## config.mk

```make
export PLATFORM = sky130hd
export DESIGN_NAME = modport_fifo_flat
export DESIGN_NICKNAME = d
export VERILOG_FILES = /design/src/rtl/modport_fifo_if.sv /design/src/rtl/modport_fifo.sv /design/src/flat_wrapper.sv
export SDC_FILE = /design/constraint.sdc
export NUM_CORES = 1
export LEC_CHECK = 0
export CAP_MARGIN = 15
export CORE_AREA = 2 2 126 128
export CTS_CLUSTER_SIZE = 25
export DETAILED_ROUTE_END_ITERATION = 16
export DIE_AREA = 0 0 128 130
export HOLD_SLACK_MARGIN = 0.03
export PLACE_DENSITY_LB_ADDON = 0.08
export SLEW_MARGIN = 20
export SYNTH_ARGS = -nofsm -noshare
export SYNTH_HDL_FRONTEND = slang
export SYNTH_SLANG_ARGS = --single-unit
```

## constraint.sdc

```tcl
create_clock -name clk -period 4.3 [get_ports clk]
set_clock_uncertainty 0.15 [all_clocks]
set_input_delay 0.86 -clock clk [delete_from_list [all_inputs] [get_ports clk]]
set_output_delay 0.86 -clock clk [all_outputs]
set_load 0.01 [all_outputs]
```

## src/rtl/modport_fifo_if.sv

```systemverilog
// Producer/consumer handshake bundle for modport_fifo.
// The master drives requests and write data; the slave (the FIFO) returns read data and flags.
interface modport_fifo_if #(
  parameter int DATA_WIDTH = 8
);
  logic                  wr;
  logic                  rd;
  logic [DATA_WIDTH-1:0] data_in;
  logic [DATA_WIDTH-1:0] data_out;
  logic                  full;
  logic                  empty;

  modport master (
    output wr,
    output rd,
    output data_in,
    input  data_out,
    input  full,
    input  empty
  );

  modport slave (
    input  wr,
    input  rd,
    input  data_in,
    output data_out,
    output full,
    output empty
  );
endinterface

```

## src/rtl/modport_fifo.sv

```systemverilog
// Single-clock FIFO with registered read data and registered full/empty flags.
// Illegal requests (read on empty, write on full without read) are ignored.
module modport_fifo #(
  parameter  int DATA_WIDTH = 8,
  parameter  int DEPTH      = 16,
  localparam int ADDR_WIDTH = $clog2(DEPTH)
) (
  input logic          clk,
  input logic          rst,
  modport_fifo_if.slave bus
);

  localparam logic [ADDR_WIDTH-1:0] PTR_ONE    = ADDR_WIDTH'(1);
  localparam logic [ADDR_WIDTH:0]   COUNT_ONE  = (ADDR_WIDTH + 1)'(1);
  localparam logic [ADDR_WIDTH:0]   COUNT_FULL = (ADDR_WIDTH + 1)'(DEPTH);

  logic [DATA_WIDTH-1:0] mem [DEPTH];
  logic [ADDR_WIDTH-1:0] wptr;
  logic [ADDR_WIDTH-1:0] rptr;
  logic [ADDR_WIDTH:0]   count;
  logic [ADDR_WIDTH:0]   count_next;
  logic                  wr_accept;
  logic                  rd_accept;

  // A full FIFO still takes a write when a read frees a slot in the same edge.
  assign wr_accept = bus.wr && (!bus.full || bus.rd);
  assign rd_accept = bus.rd && !bus.empty;

  always_comb begin
    count_next = count;
    case ({wr_accept, rd_accept})
      2'b10:   count_next = count + COUNT_ONE;
      2'b01:   count_next = count - COUNT_ONE;
      default: count_next = count;
    endcase
  end

  always_ff @(posedge clk) begin
    if (rst) begin
      wptr         <= '0;
      rptr         <= '0;
      count        <= '0;
      bus.data_out <= '0;
      bus.empty    <= 1'b1;
      bus.full     <= 1'b0;
    end else begin
      if (wr_accept) begin
        wptr <= wptr + PTR_ONE;
      end
      if (rd_accept) begin
        rptr         <= rptr + PTR_ONE;
        bus.data_out <= mem[rptr];
      end
      count     <= count_next;
      bus.empty <= (count_next == '0);
      bus.full  <= (count_next == COUNT_FULL);
    end
  end

  // Storage is deliberately left out of reset; pointers alone define validity.
  always_ff @(posedge clk) begin
    if (!rst && wr_accept) begin
      mem[wptr] <= bus.data_in;
    end
  end

endmodule

```

## src/flat_wrapper.sv

```systemverilog
// flat-port wrapper written by rule: the top's interface ports become plain ports
module modport_fifo_flat 
#(
  parameter  int DATA_WIDTH = 8,
  parameter  int DEPTH      = 16,
  localparam int ADDR_WIDTH = $clog2(DEPTH)
)
  (clk, rst, bus_wr, bus_rd, bus_data_in, bus_data_out, bus_full, bus_empty);
  modport_fifo_if #(.DATA_WIDTH(DATA_WIDTH)) bus_i ();
  input logic clk;
  input logic rst;
  input wire logic [$bits(bus_i.wr)-1:0] bus_wr;
  input wire logic [$bits(bus_i.rd)-1:0] bus_rd;
  input wire logic [$bits(bus_i.data_in)-1:0] bus_data_in;
  output wire logic [$bits(bus_i.data_out)-1:0] bus_data_out;
  output wire logic [$bits(bus_i.full)-1:0] bus_full;
  output wire logic [$bits(bus_i.empty)-1:0] bus_empty;
  assign bus_i.wr = bus_wr;
  assign bus_i.rd = bus_rd;
  assign bus_i.data_in = bus_data_in;
  assign bus_data_out = bus_i.data_out;
  assign bus_full = bus_i.full;
  assign bus_empty = bus_i.empty;
  modport_fifo #(.DATA_WIDTH(DATA_WIDTH), .DEPTH(DEPTH)) u_core (.clk(clk), .rst(rst), .bus(bus_i));
endmodule
```

==> results of run 1 <==
[cell usage in the layout (no fill, tap or decap), types with 2 or more instances in the layout]
master / instances
mux2i_1: 2
buf_4: 19
clkdlybuf4s50_1: 21
a21oi_1: 20
clkinv_4: 2
nand2_1: 10
nand2b_1: 3
clkbuf_16: 17
nor2b_1: 5
nor3_1: 4
o211ai_1: 3
clkinvlp_4: 2
o21ai_0: 3
nor2_1: 34
inv_1: 6
bufinv_16: 4
xnor2_1: 7
clkbuf_1: 3
mux4_2: 32
ha_1: 8
a22oi_1: 16
xor2_1: 6
nand3_1: 2
dfxtp_1: 22
clkinv_2: 3
edfxtp_1: 128
[cell type report]
cell class / instances / area share
Timing Repair Buffer: 41 / 0.0523
Clock inverter: 12 / 0.0247
Clock buffer: 20 / 0.0612
Inverter: 6 / 0.00316
Sequential cell: 151 / 0.604
Multi-Input combinational cell: 169 / 0.221
Tap cell: 192 / 0.0337
[logic make-up after synthesis]
| kind of cell | Yosys count |
|---|---|
| AND/OR/NAND/NOR | 66 |
| XOR/XNOR | 13 |
| multiplexers | 34 |
| buffers and inverters | 26 |
| AO/OA/AOI/OAI | 48 |
| flip-flops | 151 |
| adder cells (fa/ha/maj) | 8 |
[synthesized netlist by cell type, drive strengths merged (2+ instances only)]
cell and instances:
a21oi 20, mux2i 2, nor2b 5, nand3 2
nand2b 3, dfxtp 23, xnor2 7, o211ai 3
edfxtp 128, buf 12, a22oi 16, xor2 6
nand2 10, nor3 5, inv 6, mux4 32
o21ai 4, nor2 34, ha 8, clkbuf 8
[sequential cells by signal, summed over array words and instances (netlist names)]
name,count
u_core.wptr,4
u_core.rptr,4
u_core.bus.full,1
u_core.bus.data_out,8
u_core.bus.empty,1
u_core.count,5
u_core.mem,128
[worst max-delay path, delay by kind of cell]
| family | cells | cell delay (ps) |
|---|---|---|
| buffers and inverters | 1 | 500 |
| AOI/OAI and AO/OA | 4 | 610 |
| and+or+nand+nor | 3 | 980 |
| adders and majority gates | 1 | 260 |
| xor gates and xnor gates | 1 | 200 |
[path summary, 6_finish.rpt]
path | to | slack (ps) | cells past startpoint
setup / recovery | u_core.bus.empty$_SDFF_PP1_ | 1070 | 10
hold / removal | u_core.bus.data_out[0]$_SDFFE_PP0P_ | 340 | 2
setup reg to reg | u_core.bus.empty$_SDFF_PP1_ | 1670 | 9
hold reg to reg | u_core.bus.data_out[0]$_SDFFE_PP0P_ | 340 | 2
[per-stage QoR]
step | cells | utilization
final | 591 | 0.462
after global placement | 559 | 0.423
after detailed placement | 559 | 0.423
after global routing | 591 | 0.462
after CTS | 591 | 0.462
after floorplan | 346 | -
[metal layers]
layer,global-route usage,wire (um),vias to the layer above
met5,0,0,-
met1,0.223,6020,1561
met2,0.261,6070,77
li1,-,-,1432
met4,0.0537,91,0
met3,0.0451,591,4
[power groups by stage]
stage / combinational [W] / clock, W / sequential (W)
2_1_floorplan: 0.000296 / 0 / 0.00168
3_3_place_gp: 0.000395 / 0 / 0.00171
3_5_place_dp: 0.000397 / 0 / 0.00171
4_1_cts: 0.000400 / 0.00158 / 0.00168
5_1_grt: 0.000431 / 0.00164 / 0.00169
6_report: 0.000394 / 0.00155 / 0.00168
==> impl_metrics.csv, run 1 <==
group,metric,value,unit
flow_run,cap_viol_max_count,0,
synth,synth.ff_latch_count,151,
cells_and_area,area_overhead_vs_synth,19.0,%
critical_path,rr_startpoint,"u_core.bus.empty$_SDFF_PP1_",
synth,avgSynthCellArea,17.3,um2
grt,grt_first_pass_wirelength,19100,um
sta,tightestPinTransition,827,ps
cts,postCtsSetupRepairBufs,0,
critical_path,worstPathCellList,"clkdlybuf4s50_1, nor3b_4, xor2_1, ha_1, nor2b_1, or3b_2, o21ai_0, a31o_2, o211ai_1, o21bai_1",
sta,post-route-period-util,0.752,
cts,clkSinkCount,151,
cells_and_area,sequential_cell_area,4310,um2
floorplan,floorplan.rows,46,
synth,synth_largest_area_cell,"edfxtp_1",
sta,worst_slew_margin_rel,0.447,
floorplan,fp.dieArea,16600,um2
grt,grt_max_degree,36,
cells_and_area,final_layout_size_suffix_gt1_frac,0.218,
sta,post-route-worst-setup-slack,1070,ps
floorplan,starting_density_of_the_core,0.389,
sta,highest_clock_frequency_the_design_can_meet,309,MHz
cells_and_area,num_antenna_cells,0,
power_and_ir_drop,sequentialPowerShare,0.463,
synth,dominant_combinational_cell_family_by_area_after_synthesis,"multiplexers",
route,drc_marker_count_from_the_first_detailed_route_iteration,287,
synth,synth-edff-count,128,
cts,post_cts.resized_instances,0,
cells_and_area,number_of_filler_instances_in_the_final_layout,1343,
power_and_ir_drop,power.leakage,2.31,nW
sta,timing.final.setup_violations,0,
power_and_ir_drop,cellInternalPower,0.00280,W
cts,cts.hold.buffers_added,0,
synth,synth_ff_type,"edfxtp_1",
floorplan,boundaryPins,22,
cts,cts_htree_levels,4,
grt,grt.overflow.total,0,
synth,synthesis.nets,366,
place,gp_congestion,0.742,
cells_and_area,post_layout_net_count,406,
floorplan,fp.dieW,128,um
synth,complex_gate_fraction_of_the_synthesized_area,0.0505,
power_and_ir_drop,clk_pwr_share,0.428,
critical_path,cp-start-kind,"input pin",
cells_and_area,final_cell_area,7130,um2
synth,netlist_instances,346,
route,drt-wirelength-per-cell,21.6,um
cells_and_area,area_of_the_multi_input_gates,1580,um2
place,io_buffers,21,
synth,ys.warnings.count,0,
critical_path,critical_path_arrival,3420,ps
synth,post_synth_adder_cell_area,0.0167,
power_and_ir_drop,comb_power_share,0.109,
place,dpl-instance-area,6520,um2
synth,post_synth_and_or_nand_nor_area_fraction,0.0534,
synth,post-synth-top-area-fraction,0.641,
sta,totalNegativeSetupSlack,0,ps
status,run_status,"finished, final reports clean",
critical_path,worst-setup-path-type,"in -> reg",
cts,clock_latency_of_the_later_clocked_register_in_the_worst_skew_pair,410,ps
synth,synth.cell_area,5990,um2
cts,tritoncts,"built",
power_and_ir_drop,power_per_standard_cell_area,508,nW/um2
route,drt_drc_violations_left,0,
critical_path,startpoint,"bus_rd",
synth,ys_async_sr_fraction,0,
sta,finalCriticalPeriod,3230,ps
critical_path,critical_path.max_fanout,8,
cts,cts.clk_slew.worst_paths,60,ps
sta,slew_violations,0,
grt,initial_antenna_violation_count,0,
critical_path,required,4490,ps
power_and_ir_drop,p_switching,0.000822,W
grt,vias_in_the_first_global_route,3146,
cts,tritoncts.num_buffers,17,
place,place.detailed.hpwl,7670,um
power_and_ir_drop,design_power_total,0.00362,W
critical_path,crit_path_top_delay_cell,"clkdlybuf4s50_1",
place,placement.setup.worst_slack,674,ps
min_path,min-delay-start,"u_core.bus.data_out[0]$_SDFFE_PP0P_",
sta,whs,339,ps
route,dr.pass1.iters,4,
route,via_count,3074,
floorplan,die_height,130,um
power_and_ir_drop,switching_share,0.227,
cts,cts.path.max_buffers,2,
critical_path,crit_path_end_kind,"flip-flop",
synth,ys_seq_area_frac,0.718,
min_path,min_path_type,"reg -> reg",
sta,final_hold_violation_count,0,
critical_path,critPathMaxStageDelay,500,ps
floorplan,fp.coreArea,15400,um2
route,antenna_violating_nets_post_route,0,
synth,synth.distinct_cells,37,
route,avgViaCountPerCell,5.20,
synth,synth.top_cells.by_area,"edfxtp_1, mux4_2, dfxtp_1",
route,drt-total-wl,12800,um
power_and_ir_drop,irDropWorstVdd,0.000301,V
synth,synthMuxAreaShare,0.124,
cts,clock_tree.root_cell,"clkbuf_16",
synth,synth_xor_area_frac,0.0190,
grt,groute.usage.overall,0.165,
sta,unrepaired_setup_endpoints_after_global_routing,"no",
Note: power is estimated with default switching activity, not from simulation.
==> run 2, diff against run 1 <==
==> constraint.sdc (replaced) <==
create_clock -name clk -period 3.1 [get_ports clk]
set_clock_uncertainty 0.15 [all_clocks]
set_input_delay 0.62 -clock clk [delete_from_list [all_inputs] [get_ports clk]]
set_output_delay 0.62 -clock clk [all_outputs]
set_load 0.01 [all_outputs]
==> run 2 against run 1 <==
Net effect:
- first-iteration DRC count down 36%
- clock power up 30%
- via count up 3.2%
- largest power group unchanged
- setup slack worse by 690 ps
==> impl_metrics.csv, run 2 (same netlist as run 1, synthesis figures left out) <==
group,metric,value,unit
critical_path,worst-setup-path-type,"in -> reg",
place,dpl-instance-area,6580,um2
critical_path,critical_path.max_fanout,2,
cts,cts_htree_levels,4,
cells_and_area,num_antenna_cells,0,
cells_and_area,final_layout_size_suffix_gt1_frac,0.236,
cts,tritoncts,"built",
cts,clock_tree.root_cell,"clkbuf_16",
floorplan,fp.dieW,128,um
cells_and_area,largest_register_ff_count,128,
route,via_count,3171,
flow_run,cap_viol_max_count,0,
cts,cts.clk_slew.worst_paths,60,ps
critical_path,r2r_setup_slack,710,ps
floorplan,boundaryPins,22,
route,avgViaCountPerCell,5.29,
power_and_ir_drop,power_per_standard_cell_area,687,nW/um2
cells_and_area,post_layout_net_count,414,
status,run_status,"finished, final reports clean",
floorplan,floorplan.rows,46,
critical_path,required,3300,ps
min_path,whs_endpoint,"u_core.bus.data_out[0]$_SDFFE_PP0P_",
power_and_ir_drop,irDropWorstVdd,0.000364,V
cells_and_area,largest-register,"u_core.mem",
cts,cts.path.max_buffers,2,
power_and_ir_drop,switching_share,0.239,
cts,clock_latency_of_the_later_clocked_register_in_the_worst_skew_pair,430,ps
critical_path,critPathMaxStageDelay,480,ps
floorplan,starting_density_of_the_core,0.389,
critical_path,crit_path_end_kind,"flip-flop",
critical_path,rr_startpoint,"u_core.bus.empty$_SDFF_PP1_",
critical_path,reg2reg_to,"u_core.bus.empty$_SDFF_PP1_",
route,drt-wirelength-per-cell,21.4,um
sta,final_hold_violation_count,0,
cells_and_area,biggestRegsByFlops,"u_core.mem x128, u_core.bus.data_out x8, u_core.count x5",
cells_and_area,area_of_the_multi_input_gates,1580,um2
sta,highest_clock_frequency_the_design_can_meet,367,MHz
power_and_ir_drop,comb_power_share,0.119,
cts,postCtsSetupRepairBufs,0,
sta,post-route-worst-setup-slack,376,ps
sta,slew_violations,0,
power_and_ir_drop,sequentialPowerShare,0.469,
grt,grt_first_pass_wirelength,19500,um
min_path,timing.hold.worst_path_depth,2,
grt,vias_in_the_first_global_route,3243,
critical_path,cp_top_family,"simple AND/OR/NAND/NOR gates",
power_and_ir_drop,cellInternalPower,0.00374,W
min_path,min_path_type,"reg -> reg",
critical_path,critical_path_arrival,2920,ps
sta,tightestPinTransition,791,ps
cells_and_area,number_of_filler_instances_in_the_final_layout,1374,
critical_path,cp-start-kind,"input pin",
sta,timing.final.setup_violations,0,
grt,grt.overflow.total,0,
cells_and_area,final_cell_area,7160,um2
grt,grt_max_degree,30,
critical_path,path_buf_inv,1,
sta,worst_slew_margin_rel,0.470,
cts,clkSinkCount,151,
sta,unrepaired_setup_endpoints_after_global_routing,"no",
cells_and_area,layout.cells.most_common_list,"edfxtp_1, nor2_1, mux4_2, buf_4, dfxtp_1",
place,placement.setup.worst_slack,-23.4,ps
sta,finalCriticalPeriod,2720,ps
cts,tritoncts.num_buffers,17,
sta,totalNegativeSetupSlack,0,ps
route,antenna_violating_nets_post_route,0,
floorplan,fp.coreArea,15400,um2
route,drt_drc_violations_left,0,
route,drc_marker_count_from_the_first_detailed_route_iteration,185,
route,drt-total-wl,12800,um
floorplan,die_height,130,um
critical_path,worstPathCellList,"clkdlybuf4s50_1, nor3b_4, xor2_1, ha_1, nor2b_1, or3b_2, o21ai_0, a31o_2, o211ai_1, o21bai_1",
place,gp_congestion,0.722,
critical_path,crit_path_top_delay_cell,"clkdlybuf4s50_1",
grt,initial_antenna_violation_count,0,
cells_and_area,area_overhead_vs_synth,19.4,%
critical_path,r2r_cells,9,
cells_and_area,sequential_cell_area,4310,um2
place,place.detailed.hpwl,7760,um
cts,post_cts.resized_instances,0,
floorplan,fp.dieArea,16600,um2
grt,groute.usage.overall,0.167,
min_path,min-delay-start,"u_core.bus.data_out[0]$_SDFFE_PP0P_",
route,dr.pass1.iters,4,
power_and_ir_drop,p_switching,0.00117,W
place,io_buffers,21,
cells_and_area,final_common_cell,"edfxtp_1",
sta,post-route-period-util,0.879,
cts,cts.hold.buffers_added,0,
power_and_ir_drop,power.leakage,2.34,nW
power_and_ir_drop,clk_pwr_share,0.412,
## run 2: worst max path at each step
| stage | startpoint | to | slack (ps) | depth (start not counted) |
|---|---|---|---|---|
| 2_1_floorplan | bus_rd | u_core.bus.empty$_SDFF_PP1_ | 390 | 10 |
| 3_3_place_gp | bus_rd | u_core.bus.empty$_SDFF_PP1_ | 20 | 10 |
| 3_5_place_dp | bus_rd | u_core.bus.empty$_SDFF_PP1_ | -20 | 10 |
| 4_1_cts | bus_rd | u_core.bus.empty$_SDFF_PP1_ | 400 | 10 |
| 5_1_grt | bus_rd | u_core.bus.empty$_SDFF_PP1_ | 170 | 10 |
| 6_report | bus_rd | u_core.bus.empty$_SDFF_PP1_ | 380 | 10 |
## run 2: power groups by stage
stage | Clock (W) | Sequential (W) | Combinational (W)
floorplan | 0 | 0.00233 | 0.000411
finish | 0.00202 | 0.00230 | 0.000587
detailed placement | 0 | 0.00235 | 0.000595
global route | 0.00215 | 0.00231 | 0.000647
CTS | 0.00206 | 0.00231 | 0.000598
global placement | 0 | 0.00235 | 0.000594
## run 2: tightest hold or removal path: stages, from the launching register on
cell,delay [ps]
dfxtp_1,320
a21oi_1,60
nor2_1,70
## run 2: routing by layer
metal	share of wire	routed length [um]	vias to the layer above	track usage
met2	0.48	6180	72	0.268
met3	0.034	440	13	0.0381
met1	0.47	6040	1634	0.223
li1	-	-	1452	-
met4	0.014	174	0	0.0640
met5	0	0	-	0
## run 2: through the flow
stage / hold slack [ps] / total power, W / std cells / util
detailed placement: 326 / 0.00294 / 567 / 0.427
finish: 340 / 0.00492 / 599 / 0.464
CTS: 343 / 0.00496 / 599 / 0.464
global placement: 318 / 0.00294 / 567 / 0.427
floorplan: 375 / 0.00274 / 346 / -
global route: 357 / 0.00511 / 599 / 0.464
## run 2: layout make-up
cell class | count | area share
clock buffer | 18 | 0.0600
inverter | 6 | 0.00315
clock inverter | 14 | 0.0206
sequential | 151 | 0.602
tap | 192 | 0.0336
timing repair buffer | 49 | 0.0605
multi-input combinational | 169 | 0.220
==> run 3, diff against run 2 <==
--- a/config.mk
+++ b/config.mk
@@ -12,7 +12,7 @@
 export DIE_AREA = 0 0 128 130
 export HOLD_SLACK_MARGIN = 0.03
 export PLACE_DENSITY_LB_ADDON = 0.08
-export SLEW_MARGIN = 20
 export SYNTH_ARGS = -nofsm -noshare
 export SYNTH_HDL_FRONTEND = slang
 export SYNTH_SLANG_ARGS = --single-unit
+export TNS_END_PERCENT = 10
==> constraint.sdc (replaced) <==
create_clock -name clk -period 3.1 [get_ports clk]
set_clock_uncertainty 0.15 [all_clocks]
set_input_delay 0.62 -clock clk [delete_from_list [all_inputs] [get_ports clk]]
set_output_delay 0.62 -clock clk [all_outputs]
set_load 0.05 [all_outputs]
==> results of run 3 <==
The final DEF is identical to that of run 2. Status: finished, final reports clean.
Main changes from that run: total power 0.00492 W -> 0.00497 W
